==> config.mk <==
export PLATFORM = sky130hd
export DESIGN_NAME = uart_tx_feeder_flat
export DESIGN_NICKNAME = d
export VERILOG_FILES = /design/src/rtl/uart_tx_feeder_if.sv /design/src/rtl/uart_tx_feeder.sv /design/src/flat_wrapper.sv
export SDC_FILE = /design/constraint.sdc
export NUM_CORES = 1
export LEC_CHECK = 0
export ABC_AREA = 1
export BUFFER_PORTS_ARGS = -buffer_cell sky130_fd_sc_hd__buf_2
export CAP_MARGIN = 15
export CORE_MARGIN = 3
export CORE_UTILIZATION = 55
export DETAILED_ROUTE_END_ITERATION = 8
export GPL_TIMING_DRIVEN = 0
export PLACE_DENSITY = 0.75
export SYNTH_ARGS = -nofsm -noshare
export SYNTH_HDL_FRONTEND = slang
export SYNTH_SLANG_ARGS = --single-unit
==> constraint.sdc <==
create_clock -name sys_clk -period 1.9 [get_ports sys_clk]
set_input_delay 0.19 -clock sys_clk [delete_from_list [all_inputs] [get_ports sys_clk]]
set_output_delay 0.19 -clock sys_clk [all_outputs]
set_load 0.01 [all_outputs]
==> src/rtl/uart_tx_feeder_if.sv <==
// Host-write and UART-strobe signal bundle for uart_tx_feeder.
// The slave modport is the feeder itself; the master modport is whoever drives it.
interface uart_tx_feeder_if #(
    parameter int DEPTH_LOG2 = 4
);
    logic                  wr_en;
    logic [7:0]            wr_data;
    logic                  full;
    logic [DEPTH_LOG2:0]   level;
    logic                  xmitH;
    logic [7:0]            xmit_dataH;
    logic                  xmit_doneH;
    logic                  busy;
    logic                  ovf_err;
    logic                  timeout_err;
    logic                  clr_err;
    logic [1:0]            dbg_state;

    // Handshake: a byte is offered by wr_en for exactly the cycle it is high and is
    // taken unless full was high before that edge; xmitH is a one-cycle start strobe
    // and the feeder then waits for a level-sampled xmit_doneH before the next strobe.
    modport slave (
        input  wr_en, wr_data, xmit_doneH, clr_err,
        output full, level, xmitH, xmit_dataH, busy, ovf_err, timeout_err, dbg_state
    );

    modport master (
        output wr_en, wr_data, xmit_doneH, clr_err,
        input  full, level, xmitH, xmit_dataH, busy, ovf_err, timeout_err, dbg_state
    );
endinterface

==> src/rtl/uart_tx_feeder.sv <==
// Byte FIFO plus issue sequencer in front of a UART transmitter: strobes one byte,
// ignores done for a guard window, then waits for done or times out.
module uart_tx_feeder #(
    parameter int DEPTH_LOG2 = 4,
    parameter int GUARD      = 2,
    parameter int TIMEOUT    = 20000
) (
    input  logic             sys_clk,
    input  logic             sys_rst_l,
    uart_tx_feeder_if.slave  bus
);
    localparam int DEPTH   = 1 << DEPTH_LOG2;
    localparam int CNT_MAX = (GUARD > TIMEOUT) ? GUARD : TIMEOUT;
    localparam int CW      = $clog2(CNT_MAX + 1);
    localparam logic [DEPTH_LOG2:0] LVL_FULL = {1'b1, {DEPTH_LOG2{1'b0}}};

    typedef enum logic [1:0] {
        IDLE       = 2'd0,
        GUARD_WAIT = 2'd1,
        DONE_WAIT  = 2'd2
    } state_e;

    state_e                state_q, state_d;
    logic [CW-1:0]         cnt_q, cnt_d;
    logic                  pop;
    logic                  tmo_hit;

    logic [7:0]            mem_q [DEPTH];
    logic [DEPTH_LOG2-1:0] wr_ptr_q, wr_ptr_d;
    logic [DEPTH_LOG2-1:0] rd_ptr_q, rd_ptr_d;
    logic [DEPTH_LOG2:0]   level_q, level_d;
    logic                  full_q, full_d;
    logic                  xmit_q, xmit_d;
    logic [7:0]            xdata_q, xdata_d;
    logic                  busy_q, busy_d;
    logic                  ovf_q, ovf_d;
    logic                  tmo_q, tmo_d;
    logic                  push;
    logic                  full_now;

    always_ff @(posedge sys_clk or negedge sys_rst_l) begin
        if (!sys_rst_l) begin
            state_q <= IDLE;
            cnt_q   <= '0;
        end else begin
            state_q <= state_d;
            cnt_q   <= cnt_d;
        end
    end

    // One shared down-counter serves both the guard window and the done timeout.
    always_comb begin
        state_d = state_q;
        cnt_d   = cnt_q;
        pop     = 1'b0;
        tmo_hit = 1'b0;
        unique case (state_q)
            IDLE: begin
                if (level_q != '0) begin
                    pop     = 1'b1;
                    cnt_d   = CW'(GUARD);
                    state_d = GUARD_WAIT;
                end
            end
            GUARD_WAIT: begin
                if (cnt_q <= CW'(1)) begin
                    cnt_d   = CW'(TIMEOUT);
                    state_d = DONE_WAIT;
                end else begin
                    cnt_d = cnt_q - 1'b1;
                end
            end
            DONE_WAIT: begin
                if (bus.xmit_doneH) begin
                    state_d = IDLE;
                end else if (cnt_q <= CW'(1)) begin
                    tmo_hit = 1'b1;
                    state_d = IDLE;
                end else begin
                    cnt_d = cnt_q - 1'b1;
                end
            end
            default: state_d = IDLE;
        endcase
    end

    // full is judged on the pre-edge occupancy, so a same-edge pop never rescues a write.
    always_comb begin
        full_now = (level_q == LVL_FULL);
        push     = bus.wr_en && !full_now;
        wr_ptr_d = push ? wr_ptr_q + 1'b1 : wr_ptr_q;
        rd_ptr_d = pop  ? rd_ptr_q + 1'b1 : rd_ptr_q;
        unique case ({push, pop})
            2'b10:   level_d = level_q + 1'b1;
            2'b01:   level_d = level_q - 1'b1;
            default: level_d = level_q;
        endcase
        full_d  = (level_d == LVL_FULL);
        xmit_d  = pop;
        xdata_d = pop ? mem_q[rd_ptr_q] : xdata_q;
        busy_d  = (state_d != IDLE) || (level_d != '0);
        ovf_d   = (bus.wr_en && full_now) || (ovf_q && !bus.clr_err);
        tmo_d   = tmo_hit || (tmo_q && !bus.clr_err);
    end

    always_ff @(posedge sys_clk or negedge sys_rst_l) begin
        if (!sys_rst_l) begin
            wr_ptr_q <= '0;
            rd_ptr_q <= '0;
            level_q  <= '0;
            full_q   <= 1'b0;
            xmit_q   <= 1'b0;
            xdata_q  <= 8'h00;
            busy_q   <= 1'b0;
            ovf_q    <= 1'b0;
            tmo_q    <= 1'b0;
        end else begin
            wr_ptr_q <= wr_ptr_d;
            rd_ptr_q <= rd_ptr_d;
            level_q  <= level_d;
            full_q   <= full_d;
            xmit_q   <= xmit_d;
            xdata_q  <= xdata_d;
            busy_q   <= busy_d;
            ovf_q    <= ovf_d;
            tmo_q    <= tmo_d;
        end
    end

    always_ff @(posedge sys_clk) begin
        if (push) begin
            mem_q[wr_ptr_q] <= bus.wr_data;
        end
    end

    assign bus.full        = full_q;
    assign bus.level       = level_q;
    assign bus.xmitH       = xmit_q;
    assign bus.xmit_dataH  = xdata_q;
    assign bus.busy        = busy_q;
    assign bus.ovf_err     = ovf_q;
    assign bus.timeout_err = tmo_q;
    assign bus.dbg_state   = state_q;
endmodule

==> src/flat_wrapper.sv <==
// flat-port wrapper written by rule: the top's interface ports become plain ports
module uart_tx_feeder_flat 
#(
    parameter int DEPTH_LOG2 = 4,
    parameter int GUARD      = 2,
    parameter int TIMEOUT    = 20000
)
  (sys_clk, sys_rst_l, bus_wr_en, bus_wr_data, bus_xmit_doneH, bus_clr_err, bus_full, bus_level, bus_xmitH, bus_xmit_dataH, bus_busy, bus_ovf_err, bus_timeout_err, bus_dbg_state);
  uart_tx_feeder_if #(.DEPTH_LOG2(DEPTH_LOG2)) bus_i ();
  input  logic sys_clk;
  input  logic sys_rst_l;
  input wire logic [$bits(bus_i.wr_en)-1:0] bus_wr_en;
  input wire logic [$bits(bus_i.wr_data)-1:0] bus_wr_data;
  input wire logic [$bits(bus_i.xmit_doneH)-1:0] bus_xmit_doneH;
  input wire logic [$bits(bus_i.clr_err)-1:0] bus_clr_err;
  output wire logic [$bits(bus_i.full)-1:0] bus_full;
  output wire logic [$bits(bus_i.level)-1:0] bus_level;
  output wire logic [$bits(bus_i.xmitH)-1:0] bus_xmitH;
  output wire logic [$bits(bus_i.xmit_dataH)-1:0] bus_xmit_dataH;
  output wire logic [$bits(bus_i.busy)-1:0] bus_busy;
  output wire logic [$bits(bus_i.ovf_err)-1:0] bus_ovf_err;
  output wire logic [$bits(bus_i.timeout_err)-1:0] bus_timeout_err;
  output wire logic [$bits(bus_i.dbg_state)-1:0] bus_dbg_state;
  assign bus_i.wr_en = bus_wr_en;
  assign bus_i.wr_data = bus_wr_data;
  assign bus_i.xmit_doneH = bus_xmit_doneH;
  assign bus_i.clr_err = bus_clr_err;
  assign bus_full = bus_i.full;
  assign bus_level = bus_i.level;
  assign bus_xmitH = bus_i.xmitH;
  assign bus_xmit_dataH = bus_i.xmit_dataH;
  assign bus_busy = bus_i.busy;
  assign bus_ovf_err = bus_i.ovf_err;
  assign bus_timeout_err = bus_i.timeout_err;
  assign bus_dbg_state = bus_i.dbg_state;
  uart_tx_feeder #(.DEPTH_LOG2(DEPTH_LOG2), .GUARD(GUARD), .TIMEOUT(TIMEOUT)) u_core (.sys_clk(sys_clk), .sys_rst_l(sys_rst_l), .bus(bus_i));
endmodule
==> impl_results.html <==
<table>
<tr><th>Metric</th><th>Value</th></tr>
<tr><th colspan="2">Worst setup path</th></tr>
<tr><td>Endpoint arrival time on the critical path</td><td>around 2.4 ns</td></tr>
<tr><td>Type of the setup path with the least slack</td><td>reg -&gt; reg</td></tr>
<tr><td>Startpoint of the most critical setup path</td><td>u_core.bus.level[1]</td></tr>
<tr><td>Crit Path Max Fanout</td><td>6</td></tr>
<tr><td>Reg2Reg Capture Point</td><td>u_core.bus.busy</td></tr>
<tr><td>CP Capture Type</td><td>flip-flop</td></tr>
<tr><td>R2R cell count</td><td>14</td></tr>
<tr><td>R2r setup slk</td><td>-0.17 ns</td></tr>
<tr><td>Reg2Reg Launch Point</td><td>u_core.bus.level[1]</td></tr>
<tr><td>Req. time, crit path</td><td>2.22 ns</td></tr>
<tr><td>Critical Path Source Type</td><td>flip-flop</td></tr>
<tr><td>CP endpoint</td><td>u_core.bus.busy</td></tr>
<tr><th colspan="2">Drt</th></tr>
<tr><td>Length of the first detailed-routing pass in iterations</td><td>7</td></tr>
<tr><td>Vias</td><td>5445</td></tr>
<tr><td>Remaining routing DRC violations</td><td>0</td></tr>
<tr><td>Number of design-rule violations left by the first detailed-router iteration</td><td>718</td></tr>
<tr><td>Vias per Instance</td><td>approximately 6.1</td></tr>
<tr><td>Post-route antenna net violation count</td><td>0</td></tr>
<tr><td>Post-detailed-route wirelength per cell</td><td>20.5 µm</td></tr>
<tr><td>Aggregate routed wire length</td><td>about 18000 µm</td></tr>
<tr><th colspan="2">Clock network</th></tr>
<tr><td>Clock input transition at the sequential cells of the worst setup and hold paths</td><td>around 0.070 ns</td></tr>
<tr><td>Maximum level of the CTS H-tree</td><td>4</td></tr>
<tr><td>CTS buffer count</td><td>17</td></tr>
<tr><td>Later-pin clock latency in the skew report</td><td>~0.43 ns</td></tr>
<tr><td>Maximum buffer depth of the clock tree</td><td>2</td></tr>
<tr><td>Clk Tree Root Cell</td><td>sky130_fd_sc_hd__clkbuf_16</td></tr>
<tr><td>CTS tree</td><td>built</td></tr>
<tr><td>Clock Sinks</td><td>171</td></tr>
<tr><th colspan="2">Outcome</th></tr>
<tr><td>Violations in the final reports</td><td>setup timing</td></tr>
<tr><td>Run status</td><td>finished with violations</td></tr>
<tr><th colspan="2">Logic synthesis</th></tr>
<tr><td>Synth async-reset ratio</td><td>25.1%</td></tr>
<tr><td>Synth warn</td><td>0</td></tr>
<tr><td>Post-synthesis average cell area</td><td>11.6 µm²</td></tr>
<tr><td>Proportion of synthesized chip area in sequential cells</td><td>66.1%</td></tr>
<tr><td>Syn Nets</td><td>667</td></tr>
<tr><td>Biggest area contributors in the synthesized netlist</td><td>sky130_fd_sc_hd__edfxtp_1 (52%), sky130_fd_sc_hd__dfrtp_1 (14%), sky130_fd_sc_hd__nor2_1 (5.4%)</td></tr>
<tr><td>Most used flip-flop cell after synthesis</td><td>sky130_fd_sc_hd__edfxtp_1</td></tr>
<tr><td>Flop and latch count out of synthesis</td><td>171</td></tr>
<tr><td>Number of enable-type register cells in the synthesized netlist</td><td>around 130</td></tr>
<tr><td>Total standard cell area after synthesis</td><td>0.00744 mm²</td></tr>
<tr><td>Number of distinct standard cells referenced by the synthesized netlist</td><td>35</td></tr>
<tr><td>Area fraction of the dominant cell type after synthesis</td><td>51.6%</td></tr>
<tr><td>Gate count of the mapped netlist</td><td>about 640</td></tr>
<tr><td>Dominant cell type by area after synthesis</td><td>sky130_fd_sc_hd__edfxtp_1</td></tr>
<tr><th colspan="2">Die</th></tr>
<tr><td>Starting density of the core</td><td>57.6%</td></tr>
<tr><td>Die boundary height</td><td>between 100 and 150 µm</td></tr>
<tr><td>Core ar.</td><td>0.0129 mm²</td></tr>
<tr><td>Die footprint</td><td>0.0150 mm²</td></tr>
<tr><td>Io pins</td><td>33</td></tr>
<tr><td>Width of the die</td><td>between 100 and 150 µm</td></tr>
<tr><td>FP Rows</td><td>41</td></tr>
<tr><th colspan="2">STA</th></tr>
<tr><td>RSZ-0062 raised after global routing</td><td>yes</td></tr>
<tr><td>Final Critical Period</td><td>about 2.1 ns</td></tr>
<tr><td>Number of slew-limit violations in the final report</td><td>0</td></tr>
<tr><td>Highest achievable clock rate</td><td>483 MHz</td></tr>
<tr><td>Number of hold violations in the final report</td><td>0</td></tr>
<tr><td>Worst hold-check slack</td><td>0.0149 ns</td></tr>
<tr><td>Max_slew headroom</td><td>roughly 36%</td></tr>
<tr><td>Largest clock skew in the final design</td><td>between 0.01 and 0.015 ns</td></tr>
<tr><td>Final critical-path share of the clock period</td><td>109%</td></tr>
<tr><td>Number of endpoints failing setup at the final stage</td><td>2</td></tr>
<tr><td>Worst Max-Slew Pin Slew</td><td>around 0.97 ns</td></tr>
<tr><td>PnR worst setup slack</td><td>-0.172 ns</td></tr>
<tr><td>Final total negative setup slack</td><td>-0.308 ns</td></tr>
<tr><th colspan="2">Placement</th></tr>
<tr><td>IO buf count</td><td>32</td></tr>
<tr><td>Weighted congestion at the end of routability-driven global placement</td><td>~0.90</td></tr>
<tr><td>HPWL after DPL</td><td>11500 µm</td></tr>
<tr><td>Placed instance area</td><td>0.00788 mm²</td></tr>
<tr><th colspan="2">Global route</th></tr>
<tr><td>First-pass GRT wire length</td><td>between 20000 and 30000 µm</td></tr>
<tr><td>Vias in the first global route</td><td>5253</td></tr>
<tr><td>Largest net degree at the start of global routing</td><td>44</td></tr>
<tr><td>Global-route usage over all layers</td><td>25.4%</td></tr>
<tr><td>Number of antenna violations at the first check in global routing</td><td>0</td></tr>
<tr><td>Grt total ovfl</td><td>0</td></tr>
<tr><th colspan="2">Power and ir drop</th></tr>
<tr><td>Overall power of the completed layout</td><td>~16000 µW</td></tr>
<tr><td>Leak</td><td>0.00332 µW</td></tr>
<tr><td>Power density of the placed cells</td><td>1760 mW/mm²</td></tr>
<tr><td>Max rail drop VDD</td><td>0.810 mV</td></tr>
<tr><th colspan="2">Layout</th></tr>
<tr><td>Synth-to-layout area growth</td><td>20.8%</td></tr>
<tr><td>Share of the core filled with cells</td><td>69.5%</td></tr>
<tr><td>Share of cells above drive strength 1</td><td>between 20 and 30%</td></tr>
<tr><td>Number of diodes</td><td>0</td></tr>
<tr><td>Summed area of non-filler cells in the final layout</td><td>0.00899 mm²</td></tr>
<tr><td>Most common library cell in the layout ignoring fill and taps</td><td>sky130_fd_sc_hd__edfxtp_1</td></tr>
<tr><td>Post-layout net count</td><td>738</td></tr>
<tr><td>Most frequent cells in the layout</td><td>sky130_fd_sc_hd__edfxtp_1 (128), sky130_fd_sc_hd__nor2_1 (87), sky130_fd_sc_hd__o21ai_0 (72)</td></tr>
<tr><th colspan="2">Flow run</th></tr>
<tr><td>Number of max-cap violations</td><td>0</td></tr>
<tr><th colspan="2">Min path</th></tr>
<tr><td>Hold Crit Class</td><td>in -&gt; reg</td></tr>
</table>
==> state kept, by name, indices dropped and copies added (netlist names) <==
signal	count
u_core.bus.busy	1
u_core.bus.level	5
u_core.bus.dbg_state	2
u_core.bus.xmitH	1
u_core.mem_q	128
u_core.bus.ovf_err	1
u_core.wr_ptr_q	4
u_core.bus.xmit_dataH	8
u_core.bus.timeout_err	1
u_core.rd_ptr_q	4
u_core.cnt_q	15
u_core.bus.full	1
==> worst max-delay path, cell delays in order (launching register included) <==
cell	delay (ns)
sky130_fd_sc_hd__dfrtp_2	0.43
sky130_fd_sc_hd__nor2_4	0.17
sky130_fd_sc_hd__nand3_4	0.10
sky130_fd_sc_hd__nand2_4	0.11
sky130_fd_sc_hd__inv_8	0.05
sky130_fd_sc_hd__clkbuf_16	0.14
sky130_fd_sc_hd__ha_4	0.24
sky130_fd_sc_hd__buf_6	0.13
sky130_fd_sc_hd__xnor2_4	0.12
sky130_fd_sc_hd__nor2_2	0.08
sky130_fd_sc_hd__inv_1	0.05
sky130_fd_sc_hd__nor2_2	0.12
sky130_fd_sc_hd__nand3_2	0.11
sky130_fd_sc_hd__inv_1	0.07
sky130_fd_sc_hd__nand2_1	0.04
==> worst min-delay path by stage <==
| stage | from | endpoint | slack [ns] | cells past startpoint |
|---|---|---|---|---|
| after floorplan | sys_rst_l | u_core.bus.busy | -0.11 | 0 |
| after global placement | sys_rst_l | u_core.bus.xmit_dataH[7] | 0.39 | 1 |
| after detailed placement | sys_rst_l | u_core.bus.xmit_dataH[7] | 0.41 | 1 |
| after CTS | bus_xmit_doneH | u_core.bus.timeout_err | 0.005 | 2 |
| after global routing | bus_xmit_doneH | u_core.bus.timeout_err | 0.01 | 2 |
| final | bus_xmit_doneH | u_core.bus.timeout_err | 0.01 | 2 |
==> layout make-up <==
| cell class | instances | area (µm²) |
|---|---|---|
| flip-flops and latches | 171 | 4930 |
| clock inverters | 12 | 96.3 |
| well taps | 172 | 215 |
| repair buffers | 52 | 332 |
| plain buffers | 27 | 183 |
| fillers | 878 | 3940 |
| clock buffers | 20 | 468 |
| multi-input cells | 387 | 2550 |
| inverters | 56 | 221 |
==> cell usage after synthesis, types with 2 or more instances <==
cell type                  count
sky130_fd_sc_hd__nand4_1       6
sky130_fd_sc_hd__inv_1        50
sky130_fd_sc_hd__dfrtp_1      43
sky130_fd_sc_hd__o211ai_1     12
sky130_fd_sc_hd__and3_1        2
sky130_fd_sc_hd__edfxtp_1    128
sky130_fd_sc_hd__inv_2         2
sky130_fd_sc_hd__inv_4         2
sky130_fd_sc_hd__nand3_1      21
sky130_fd_sc_hd__clkinv_1      2
sky130_fd_sc_hd__buf_2         5
sky130_fd_sc_hd__nand2_1      48
sky130_fd_sc_hd__clkbuf_1     20
sky130_fd_sc_hd__o21ai_0      77
sky130_fd_sc_hd__a21oi_1       3
sky130_fd_sc_hd__xnor2_1       2
sky130_fd_sc_hd__nor2_2        5
sky130_fd_sc_hd__nor2_1      108
sky130_fd_sc_hd__nand3_2       2
sky130_fd_sc_hd__o22ai_1      10
sky130_fd_sc_hd__ha_1         13
sky130_fd_sc_hd__o22ai_2       8
sky130_fd_sc_hd__o221ai_1     23
sky130_fd_sc_hd__nand2_4       4
sky130_fd_sc_hd__buf_4         2
sky130_fd_sc_hd__o21ai_1       3
sky130_fd_sc_hd__xor2_1       17
sky130_fd_sc_hd__nand2_2       9
sky130_fd_sc_hd__a31oi_1       8
==> power breakdown <==
part / internal [µW] / total [µW] / switching [µW]
Combinational: 2600 / 7380 / 4780
Sequential: 4710 / 5110 / 394
Clock: 1820 / 3320 / 1500
==> repair_timing <==
action | in CTS | in global routing
pin swaps | 14 | 23
hold buffers | 2 | 0
setup buffers | 11 | 7
endpoints found under the hold margin | 44 | 0
setup endpoints to repair | 142 | 151
resized for setup | 41 | 72
==> metrics by stage <==
step           setup WS (ns)  std cells
2_1_floorplan       -0.00390        641
3_3_place_gp          -0.203        845
3_5_place_dp          -0.257        845
4_1_cts               -0.143        890
5_1_grt               -0.299        897
6_report              -0.172        897
==> kinds of logic after synthesis <==
logic type,share of synthesized area (%)
AND/OR/NAND/NOR,12.2
adder cells (fa/ha/maj),2.18
XOR/XNOR,2.24
flip-flops,66.1
buffers and inverters,4.44
AO/OA/AOI/OAI,12.9
==> layer usage <==
metal | up-vias | routed length [µm] | global-route usage, %
met5 | - | 0 | 0
met4 | 0 | 437 | 8.96
met3 | 42 | 1940 | 7.10
met2 | 327 | 8830 | 39.6
met1 | 2642 | 7180 | 34.6
li1 | 2434 | - | -
Power figures use the tool's default switching activity.
